### config.mk
export PLATFORM = sky130hd
export DESIGN_NAME = multicycle_control_sequencer
export DESIGN_NICKNAME = d
export VERILOG_FILES = /design/src/rtl/multicycle_control_sequencer.sv
export SDC_FILE = /design/constraint.sdc
export NUM_CORES = 1
export LEC_CHECK = 0
export ABC_AREA = 1
export BUFFER_PORTS_ARGS = -buffer_cell sky130_fd_sc_hd__buf_2
export CORE_MARGIN = 3
export CORE_UTILIZATION = 40
export CTS_CLUSTER_DIAMETER = 50
export CTS_CLUSTER_SIZE = 28
export DETAILED_ROUTE_END_ITERATION = 8
export HOLD_SLACK_MARGIN = 0.02
export PLACE_DENSITY = 0.75
export RECOVER_POWER = 25
export SLEW_MARGIN = 20
export SYNTH_ARGS = -nofsm -noshare
export SYNTH_HDL_FRONTEND = slang
export SYNTH_SLANG_ARGS = --single-unit
### constraint.sdc
create_clock -name clock -period 5.5 [get_ports clock]
set_clock_uncertainty 0.15 [all_clocks]
set_input_delay 1.1 -clock clock [delete_from_list [all_inputs] [get_ports clock]]
set_output_delay 1.1 -clock clock [all_outputs]
set_load 0.01 [all_outputs]
### src/rtl/multicycle_control_sequencer.sv
// Multi-cycle control unit and PC sequencer for the 24-bit CPU datapath.
// Owns pc and the instruction register, fetches over imem_req/imem_ack,
// and steps each instruction through FETCH/DECODE/EXEC/MEM/WB.
// All datapath controls are registered: they are computed from the next
// state and next instruction, so they change only on clock edges.
// Optional feature macro: CTRL_PERF_CNT_EN (retired-instruction counter).
module multicycle_control_sequencer #(
  parameter logic [23:0] RESET_PC      = 24'h000000,
  parameter int unsigned FETCH_TIMEOUT = 16
) (
  input  logic        clock,
  input  logic        reset_n,
  output logic        imem_req,
  output logic [23:0] imem_addr,
  input  logic        imem_ack,
  input  logic [23:0] instr_in,
  input  logic        alu_zero,
  input  logic [23:0] branch_target,
  output logic [23:0] pc,
  output logic [23:0] instr,
  output logic        RegDst,
  output logic        ALUsrc,
  output logic        MemToReg,
  output logic        Regwrite,
  output logic        MemRead,
  output logic        MemWrite,
  output logic        Branch,
  output logic [1:0]  ALUop,
  output logic        halted,
  output logic        trap,
  output logic [23:0] instret
);

  typedef enum logic [2:0] {
    S_FETCH, S_DECODE, S_EXEC, S_MEM, S_WB, S_HALT, S_TRAP
  } state_t;

  localparam logic [3:0]  OP_R    = 4'h0;
  localparam logic [3:0]  OP_ADDI = 4'h1;
  localparam logic [3:0]  OP_LW   = 4'h2;
  localparam logic [3:0]  OP_SW   = 4'h3;
  localparam logic [3:0]  OP_BEQ  = 4'h4;
  localparam logic [3:0]  OP_HALT = 4'hF;
  localparam logic [15:0] WD_LIMIT = 16'(FETCH_TIMEOUT);

  state_t      state_q, state_d;
  logic [23:0] pc_q, pc_d, instr_q, instr_d;
  logic [15:0] wd_cnt_q, wd_cnt_d;
  logic        imem_req_q, imem_req_d;
  logic        regdst_q, regdst_d, alusrc_q, alusrc_d, memtoreg_q, memtoreg_d;
  logic        regwrite_q, regwrite_d, memread_q, memread_d;
  logic        memwrite_q, memwrite_d, branch_q, branch_d;
  logic [1:0]  aluop_q, aluop_d;
  logic        halted_q, halted_d, trap_q, trap_d;
  logic [3:0]  op_q, op_d;

  assign op_q = instr_q[23:20];
  assign op_d = instr_d[23:20];

  // State register: every flop clears asynchronously, aborting any instruction.
  always_ff @(posedge clock or negedge reset_n) begin
    if (!reset_n) begin
      state_q    <= S_FETCH;
      pc_q       <= RESET_PC;
      instr_q    <= '0;
      wd_cnt_q   <= '0;
      imem_req_q <= 1'b0;
      regdst_q   <= 1'b0;
      alusrc_q   <= 1'b0;
      memtoreg_q <= 1'b0;
      regwrite_q <= 1'b0;
      memread_q  <= 1'b0;
      memwrite_q <= 1'b0;
      branch_q   <= 1'b0;
      aluop_q    <= 2'b00;
      halted_q   <= 1'b0;
      trap_q     <= 1'b0;
    end else begin
      state_q    <= state_d;
      pc_q       <= pc_d;
      instr_q    <= instr_d;
      wd_cnt_q   <= wd_cnt_d;
      imem_req_q <= imem_req_d;
      regdst_q   <= regdst_d;
      alusrc_q   <= alusrc_d;
      memtoreg_q <= memtoreg_d;
      regwrite_q <= regwrite_d;
      memread_q  <= memread_d;
      memwrite_q <= memwrite_d;
      branch_q   <= branch_d;
      aluop_q    <= aluop_d;
      halted_q   <= halted_d;
      trap_q     <= trap_d;
    end
  end

  // Next state, pc, instruction register and fetch watchdog.
  // imem_req is registered and low out of reset, so the first FETCH cycle
  // after release issues no request; ack is only honoured while requesting.
  always_comb begin
    state_d  = state_q;
    pc_d     = pc_q;
    instr_d  = instr_q;
    wd_cnt_d = '0;
    case (state_q)
      S_FETCH: begin
        wd_cnt_d = wd_cnt_q;
        if (imem_req_q) begin
          if (imem_ack) begin
            instr_d  = instr_in;
            pc_d     = pc_q + 24'd3;
            state_d  = S_DECODE;
            wd_cnt_d = '0;
          end else if (WD_LIMIT != 16'd0 && wd_cnt_q + 16'd1 == WD_LIMIT) begin
            state_d = S_TRAP;
          end else begin
            wd_cnt_d = wd_cnt_q + 16'd1;
          end
        end
      end
      S_DECODE: begin
        case (op_q)
          OP_HALT:                               state_d = S_HALT;
          OP_R, OP_ADDI, OP_LW, OP_SW, OP_BEQ:   state_d = S_EXEC;
          default:                               state_d = S_TRAP;
        endcase
      end
      S_EXEC: begin
        case (op_q)
          OP_BEQ: begin
            if (alu_zero) pc_d = branch_target;
            state_d = S_FETCH;
          end
          OP_LW, OP_SW: state_d = S_MEM;
          default:      state_d = S_WB;
        endcase
      end
      S_MEM:   state_d = (op_q == OP_SW) ? S_FETCH : S_WB;
      S_WB:    state_d = S_FETCH;
      default: state_d = state_q;
    endcase
  end

  // Registered controls, derived from where the machine is going next.
  always_comb begin
    logic live;
    live       = (state_d inside {S_DECODE, S_EXEC, S_MEM, S_WB});
    imem_req_d = (state_d == S_FETCH);
    halted_d   = (state_d == S_HALT);
    trap_d     = (state_d == S_TRAP);
    regdst_d   = 1'b0;
    alusrc_d   = 1'b0;
    memtoreg_d = 1'b0;
    aluop_d    = 2'b00;
    if (live) begin
      case (op_d)
        OP_R:    begin regdst_d = 1'b1; aluop_d = 2'b10; end
        OP_ADDI: alusrc_d = 1'b1;
        OP_LW:   begin alusrc_d = 1'b1; memtoreg_d = 1'b1; end
        OP_SW:   alusrc_d = 1'b1;
        OP_BEQ:  aluop_d = 2'b01;
        default: ;
      endcase
    end
    branch_d   = (state_d == S_EXEC) && (op_d == OP_BEQ);
    memwrite_d = (state_d == S_MEM) && (op_d == OP_SW);
    memread_d  = (state_d inside {S_MEM, S_WB}) && (op_d == OP_LW);
    regwrite_d = (state_d == S_WB);
  end

`ifdef CTRL_PERF_CNT_EN
  logic [23:0] instret_q, instret_d;
  logic        retire;

  // Retire = return to FETCH from an execution state; saturating count.
  always_comb begin
    retire    = (state_d == S_FETCH) && (state_q inside {S_EXEC, S_MEM, S_WB});
    instret_d = instret_q;
    if (retire && instret_q != 24'hFFFFFF) instret_d = instret_q + 24'd1;
  end

  // Retired-instruction counter register.
  always_ff @(posedge clock or negedge reset_n) begin
    if (!reset_n) instret_q <= '0;
    else          instret_q <= instret_d;
  end

  assign instret = instret_q;
`else
  assign instret = 24'h000000;
`endif

  assign imem_req  = imem_req_q;
  assign imem_addr = pc_q;
  assign pc        = pc_q;
  assign instr     = instr_q;
  assign RegDst    = regdst_q;
  assign ALUsrc    = alusrc_q;
  assign MemToReg  = memtoreg_q;
  assign Regwrite  = regwrite_q;
  assign MemRead   = memread_q;
  assign MemWrite  = memwrite_q;
  assign Branch    = branch_q;
  assign ALUop     = aluop_q;
  assign halted    = halted_q;
  assign trap      = trap_q;

endmodule
==> key figures, run 1 <==
Pwr
  • LEAKAGE: 2.82 nW
  • Internal power: 1.02 mW
  • Switching portion of total power: 0.235
  • Clock power frac: 0.504
  • Comb power frac: 0.050
  • Reg power frac: 0.446
  • Peak supply drop: between 100 and 150 µV
  • PwrDens: 245 nW/µm²
  • Net switching power: approximately 0.31 mW

Clock tree
  • Clock-pin slew on the worst setup and hold paths: 0.07 ns
  • Inserted Clock Buffers: 9
  • CTS H-tree lvls: 3
  • Post-CTS setup buffers: 0
  • CTS root buf: clkbuf_16
  • Clock Tree Buf Depth: 2
  • Post-CTS Hold Fix Bufs: 0
  • CTS-repair resized insts: 0
  • Clk Latency, worst-skew pair: roughly 0.34 ns
  • TritonCTS clock tree: built
  • Clock sink count: 79

Timing
  • Max Clk Rate: approximately 280 MHz
  • Worst-Margin Slew: 0.925 ns
  • Final worst setup slack: 1.97 ns
  • Minimum clock period: 3.53 ns
  • Relative slew slack: 0.383
  • Period utilization: 0.642
  • Total Neg Setup Slack: 0 ns
  • RSZ-0062 raised after global routing: false
  • Hold Fails Final Rpt: 0
  • Slew Viols, Final: 0
  • Final setup fails: 0

Setup path
  • Worst Path Required: 5.55 ns
  • Worst Setup End Kind: flop
  • Crit path cell chain: inv_1 > nor3_4 > buf_4 > inv_1 > o211a_1 > nand2_1 > inv_1 > a22oi_1 > a21oi_1 > a21oi_1
  • Worst-path maximum fanout: 33
  • Worst-case reg-to-reg path depth: 10
  • Delay of the slowest critical-path stage: about 0.79 ns
  • Startpoint Class: flop
  • CP top delay family: buffers and inverters
  • Buffer and inverter count on the worst path: 4
  • Worst path most repeated cell: inv_1
  • Critical Path End: imem_addr[10]
  • Slowest stage cell, crit path: inv_1
  • Critical Path Stages: 10
  • R2R setup slack: 1.97 ns
  • Reg-to-reg endpoint: imem_addr[10]
  • Crit Path Class: flop to flop
  • Worst Path Arrival: 3.58 ns
  • CP Launch Point: state_q[1]
  • R2r startpoint: state_q[1]

Logic synthesis
  • Synth cell types: between 40 and 50
  • Mapped Area: 4600 µm²
  • Yosys warnings: 0
  • Sequential share of the synthesized area: 0.430
  • Synthesized flop and latch total: 79
  • Post-Syn Area per Cell: between 7 and 8 µm²
  • Mapped Cells: 607

Cells and area
  • Share of post-route cells with drive strength above 1: 0.245
  • Number of fill cells: between 1000 and 1500
  • Ant diodes: 0
  • Commonest non-fill, non-tap cells in the layout: nand2_1, buf_2, dfrtp_1
  • Synthesis-to-layout area growth: 18.4%
  • Commonest non-fill, non-tap cell in the layout: nand2_1
  • Nets: 768

Die
  • Die height: 113 µm
  • Core Region: between 10000 and 15000 µm²
  • Initial Utilization: 0.417
  • Rows: 38
  • Io pins: 160
  • Die width: 113 µm
  • Die area: roughly 13000 µm²

Place
  • Hpwl dp: 8260 µm
  • RD Place Congestion: 0.867
  • Pre-CTS setup slack: 1.96 ns
  • Port buffer count: between 100 and 150

Routing
  • Vias: 4186
  • Drt drc: 0
  • WL/cell: roughly 13 µm
  • Post-route ant nets: 0
  • Post-Route WL: 11300 µm
  • Pre-Repair DR Iteration Count: 4
  • Via-to-Cell Ratio: roughly 4.9
  • 1st-iter DRT viols: between 200 and 300

GRT
  • Grt total ovfl: 0
  • First-pass GRT wire length: 18500 µm
  • Initial antenna violation count: 0
  • Vias in the first global route: 3858
  • Pin count of the biggest net entering global routing: 80
  • Overall global routing resource usage: 0.175

Status
  • Status: complete, no violations

Run
  • Number of max-cap violations: 0

Min path
  • Hold Path Class: flop to flop
## state kept, by name, indices dropped and copies added (netlist names)
signal	cells
ALUop	2
trap	1
Regwrite	1
MemRead	1
RegDst	1
MemWrite	1
ALUsrc	1
Branch	1
imem_addr	24
instr	24
halted	1
MemToReg	1
imem_req	1
wd_cnt_q	16
state_q	3
## worst min-delay path, cell delays in order, from the launching register on
cell,delay [ns]
dfrtp_1,0.35
nand2_1,0.05
nand2_1,0.05
## cell usage after synthesis, drive strengths merged
library cell,n,area (µm²)
nand2,179,689
dfrtp,79,1980
inv,61,229
nor2,57,239
o21ai,57,289
buf,53,398
nand3,29,160
a21oi,15,75.1
nor3,13,92.6
xor2,11,96.3
clkbuf,10,37.5
nand4,8,50.1
o211ai,5,37.5
nor4,4,25.0
o22ai,4,25.0
xnor2,3,26.3
a22oi,2,15.0
a31oi,2,12.5
ha,2,25.0
o31ai,2,15.0
or2,2,12.5
a211oi,1,7.51
a22o,1,8.76
a2bb2oi,1,8.76
a311oi,1,8.76
conb,1,3.75
nand3b,1,7.51
nor3b,1,7.51
o211a,1,10.0
o22a,1,8.76
## power by group through the flow
stage | clock (mW) | sequential (mW) | combinational [mW]
2_1_floorplan | 0 | 0.611 | 0.0311
3_5_place_dp | 0 | 0.606 | 0.0673
5_1_grt | 0.711 | 0.596 | 0.0750
3_3_place_gp | 0 | 0.607 | 0.0667
6_report | 0.673 | 0.595 | 0.0662
4_1_cts | 0.682 | 0.595 | 0.0671
## layout make-up
class | count | area [µm²] | share of cell area
timing repair buffer | 136 | 689 | 0.127
inverter | 61 | 229 | 0.0420
clock inverter | 7 | 106 | 0.0195
sequential | 79 | 1980 | 0.363
tap | 140 | 175 | 0.0322
multi-input combinational | 427 | 2040 | 0.375
clock buffer | 9 | 225 | 0.0414
## cells by family after synthesis
group	share of synthesized area
and+or+nand+nor	0.279
buffers and inverters	0.144
AOI/OAI and AO/OA	0.113
DFF	0.430
xor gates and xnor gates	0.0267
adders and majority gates	0.00544
other	0.000816
## through the flow
stage	hold WS, ns	utilization	std cells	cell area (µm²)	total power [mW]
2_1_floorplan	0.358	-	630	4680	0.642
3_3_place_gp	0.309	0.463	843	5110	0.673
3_5_place_dp	0.306	0.463	843	5110	0.673
4_1_cts	0.324	0.493	859	5440	1.34
5_1_grt	0.338	0.494	859	5450	1.38
6_report	0.323	0.494	859	5450	1.33
## layer usage
layer | GRT usage | wire length, µm | share of wire | up-vias
met5 | 0 | 0 | 0 | -
met4 | 0.0553 | 223 | 0.020 | 0
met3 | 0.0406 | 720 | 0.064 | 16
met2 | 0.269 | 5170 | 0.46 | 132
met1 | 0.245 | 5160 | 0.46 | 1936
li1 | - | - | - | 2102
## how the worst min path moves through the flow
| stage | start | end | depth (start not counted) |
|---|---|---|---|
| floorplan | wd_cnt_q[15] | wd_cnt_q[15] | 2 |
| global placement | instr[15] | instr[15] | 2 |
| detailed placement | instr[0] | instr[0] | 2 |
| CTS | instr[12] | instr[12] | 2 |
| global route | instr[12] | instr[12] | 2 |
| finish | instr[12] | instr[12] | 2 |
Power figures use the tool's default switching activity.
==> run 2: changes to the inputs <==
--- a/config.mk
+++ b/config.mk
@@ -13,7 +13,7 @@
 export CTS_CLUSTER_SIZE = 28
 export DETAILED_ROUTE_END_ITERATION = 8
 export HOLD_SLACK_MARGIN = 0.02
-export PLACE_DENSITY = 0.75
+export PLACE_DENSITY = 0.78
 export RECOVER_POWER = 25
 export SLEW_MARGIN = 20
 export SYNTH_ARGS = -nofsm -noshare
==> constraint.sdc (replaced) <==
create_clock -name clock -period 2.98 [get_ports clock]
set_clock_uncertainty 0.15 [all_clocks]
set_input_delay 0.596 -clock clock [delete_from_list [all_inputs] [get_ports clock]]
set_output_delay 0.596 -clock clock [all_outputs]
set_load 0.01 [all_outputs]
==> run 2 against run 1 <==
Net effect:
- the flow now finishes with violations (max-capacitance violations, max-slew violations)
- combinational power grew 84%
- first-iteration DRC count decreased by 21%
- design area is essentially flat
- via count fell by 0.24%
- register-to-register slack got worse by 1.4 ns
- core utilization hardly changed
- largest cell class unchanged
==> key figures, run 2 (same netlist as run 1, synthesis figures left out) <==
GRT
  • Overall global routing resource usage: 0.173
  • First-pass GRT wire length: 18200 µm
  • Vias in the first global route: 3819
  • Initial antenna violation count: 0
  • Pin count of the biggest net entering global routing: 73
  • Grt total ovfl: 0

Timing
  • Hold Fails Final Rpt: 0
  • Total Neg Setup Slack: 0 ns
  • Slew Viols, Final: 73
  • Period utilization: 0.817
  • Minimum clock period: 2.44 ns
  • RSZ-0062 raised after global routing: false
  • Max Clk Rate: 411 MHz
  • Relative slew slack: -0.203
  • Worst-Margin Slew: 1.80 ns
  • Final setup fails: 0

Clock tree
  • CTS H-tree lvls: 3
  • Clock-pin slew on the worst setup and hold paths: roughly 0.07 ns
  • TritonCTS clock tree: built
  • Clk Latency, worst-skew pair: between 0.3 and 0.4 ns
  • Clock Tree Buf Depth: 2
  • Inserted Clock Buffers: 9
  • Post-CTS Hold Fix Bufs: 0
  • Post-CTS setup buffers: 0
  • CTS root buf: clkbuf_16
  • CTS-repair resized insts: 0
  • Clock sink count: 79

Pwr
  • Reg power frac: 0.479
  • Internal power: 1.72 mW
  • PwrDens: roughly 420 nW/µm²
  • Peak supply drop: 237 µV
  • LEAKAGE: 2.83 nW
  • Clock power frac: 0.467
  • Switching portion of total power: 0.251
  • Comb power frac: 0.053
  • Net switching power: approximately 0.58 mW

Cells and area
  • Number of fill cells: 1124
  • Synthesis-to-layout area growth: 18.4%
  • Commonest non-fill, non-tap cell in the layout: nand2_1
  • Commonest non-fill, non-tap cells in the layout: nand2_1, buf_2, dfrtp_1
  • Share of post-route cells with drive strength above 1: 0.252
  • Finished Cell Area: 5450 µm²
  • Nets: around 780
  • Ant diodes: 0
  • FF+latch area: about 2000 µm²
  • Multi-input gate area: 2040 µm²

Die
  • Io pins: 160
  • Initial Utilization: 0.417
  • Die width: 113 µm
  • Rows: 38
  • Die height: 113 µm
  • Core Region: 11000 µm²
  • Die area: 12800 µm²

Status
  • Status: finished, violations left
  • Violated checks: max-capacitance violations, max-slew violations

Place
  • Hpwl dp: 8250 µm
  • RD Place Congestion: 0.856
  • Port buffer count: 135
  • Area after DPL: just over 5000 µm²

Min path
  • Worst hold stages: 3
  • Hold Path Class: primary input to flop

Routing
  • WL/cell: 13.0 µm
  • Drt drc: 0
  • Vias: ~4200
  • Post-route ant nets: 0
  • Pre-Repair DR Iteration Count: 4
  • 1st-iter DRT viols: 232
  • Via-to-Cell Ratio: 4.82
  • Post-Route WL: 11300 µm

Setup path
  • Worst Setup End Kind: flop
  • Crit Path Class: flop to flop
  • Buffer and inverter count on the worst path: 3
  • CP Launch Point: state_q[2]
  • CP top delay family: buffers and inverters
  • Slowest stage cell, crit path: inv_1
  • Startpoint Class: flop
  • Delay of the slowest critical-path stage: ~0.66 ns
  • Critical Path End: imem_addr[20]
  • Crit path cell chain: inv_1 > nand2_1 > nor2_1 > inv_1 > o211a_1 > nand2_1 > inv_1 > o21ai_0 > o21ai_0
  • Worst-path maximum fanout: 33
  • R2r startpoint: state_q[2]
  • Worst path most repeated cell: inv_1
  • Worst Path Required: between 3 and 4 ns
  • Worst Path Arrival: approximately 2.5 ns
  • Worst-case reg-to-reg path depth: 9
  • R2R setup slack: 0.54 ns
  • Reg-to-reg endpoint: imem_addr[20]
  • Critical Path Stages: 9

Run
  • Number of max-cap violations: 1
run 2: cell count changes in the layout (fill, tap and decap cells not counted), sizes merged:
| cell | before | now |
|---|---|---|
| buf | 136 | 142 |
| bufinv | 2 | 0 |
| clkbuf | 9 | 10 |
| clkinv | 0 | 1 |
| clkinvlp | 0 | 1 |
run 2: per-layer routing:
layer	track usage	share of wire	up-vias	wire length (µm)
met4	0.0457	0.010	0	115
li1	-	-	2111	-
met5	0	0	-	0
met1	0.226	0.43	1910	4810
met3	0.0332	0.071	10	805
met2	0.296	0.49	145	5540
run 2: cell type report:
cell class,instances,area share
sequential,79,0.363
inverter,61,0.0420
tap,140,0.0322
clock inverter,7,0.0113
clock buffer,9,0.0414
multi-input combinational,427,0.375
timing repair buffer,143,0.135
run 2: power by group through the flow:
stage | sequential (mW) | clock, mW | combinational (mW)
floorplan | 1.13 | 0 | 0.0575
global placement | 1.12 | 0 | 0.123
detailed placement | 1.12 | 0 | 0.124
CTS | 1.10 | 1.09 | 0.124
global route | 1.10 | 1.14 | 0.139
finish | 1.10 | 1.07 | 0.122
run 2: worst min-delay path by stage:
stage                     slack [ns]          from             to
final                           0.30  instr_in[11]      instr[11]
after global routing            0.30  instr_in[11]      instr[11]
after CTS                       0.28       reset_n  imem_addr[21]
after detailed placement        0.30      instr[7]       instr[7]
after global placement          0.30     instr[19]      instr[19]
after floorplan                 0.15       reset_n       ALUop[0]
run 2: per-stage QoR:
step	total power [mW]	setup slack (ns)	util	std cells	hold slack (ns)
3_3_place_gp	1.24	0.653	0.468	850	0.303
3_5_place_dp	1.24	0.573	0.468	850	0.304
2_1_floorplan	1.18	0.775	-	630	0.150
4_1_cts	2.31	0.490	0.494	866	0.275
6_report	2.29	0.544	0.494	866	0.300
5_1_grt	2.38	0.275	0.494	866	0.303
run 2: worst register-to-register path: cells and delay by family (launching register included):
kind	cells	cell delay (ns)
DFF	1	0.41
AOI/OAI and AO/OA	3	0.63
and+or+nand+nor	3	0.28
buffers and inverters	3	0.86
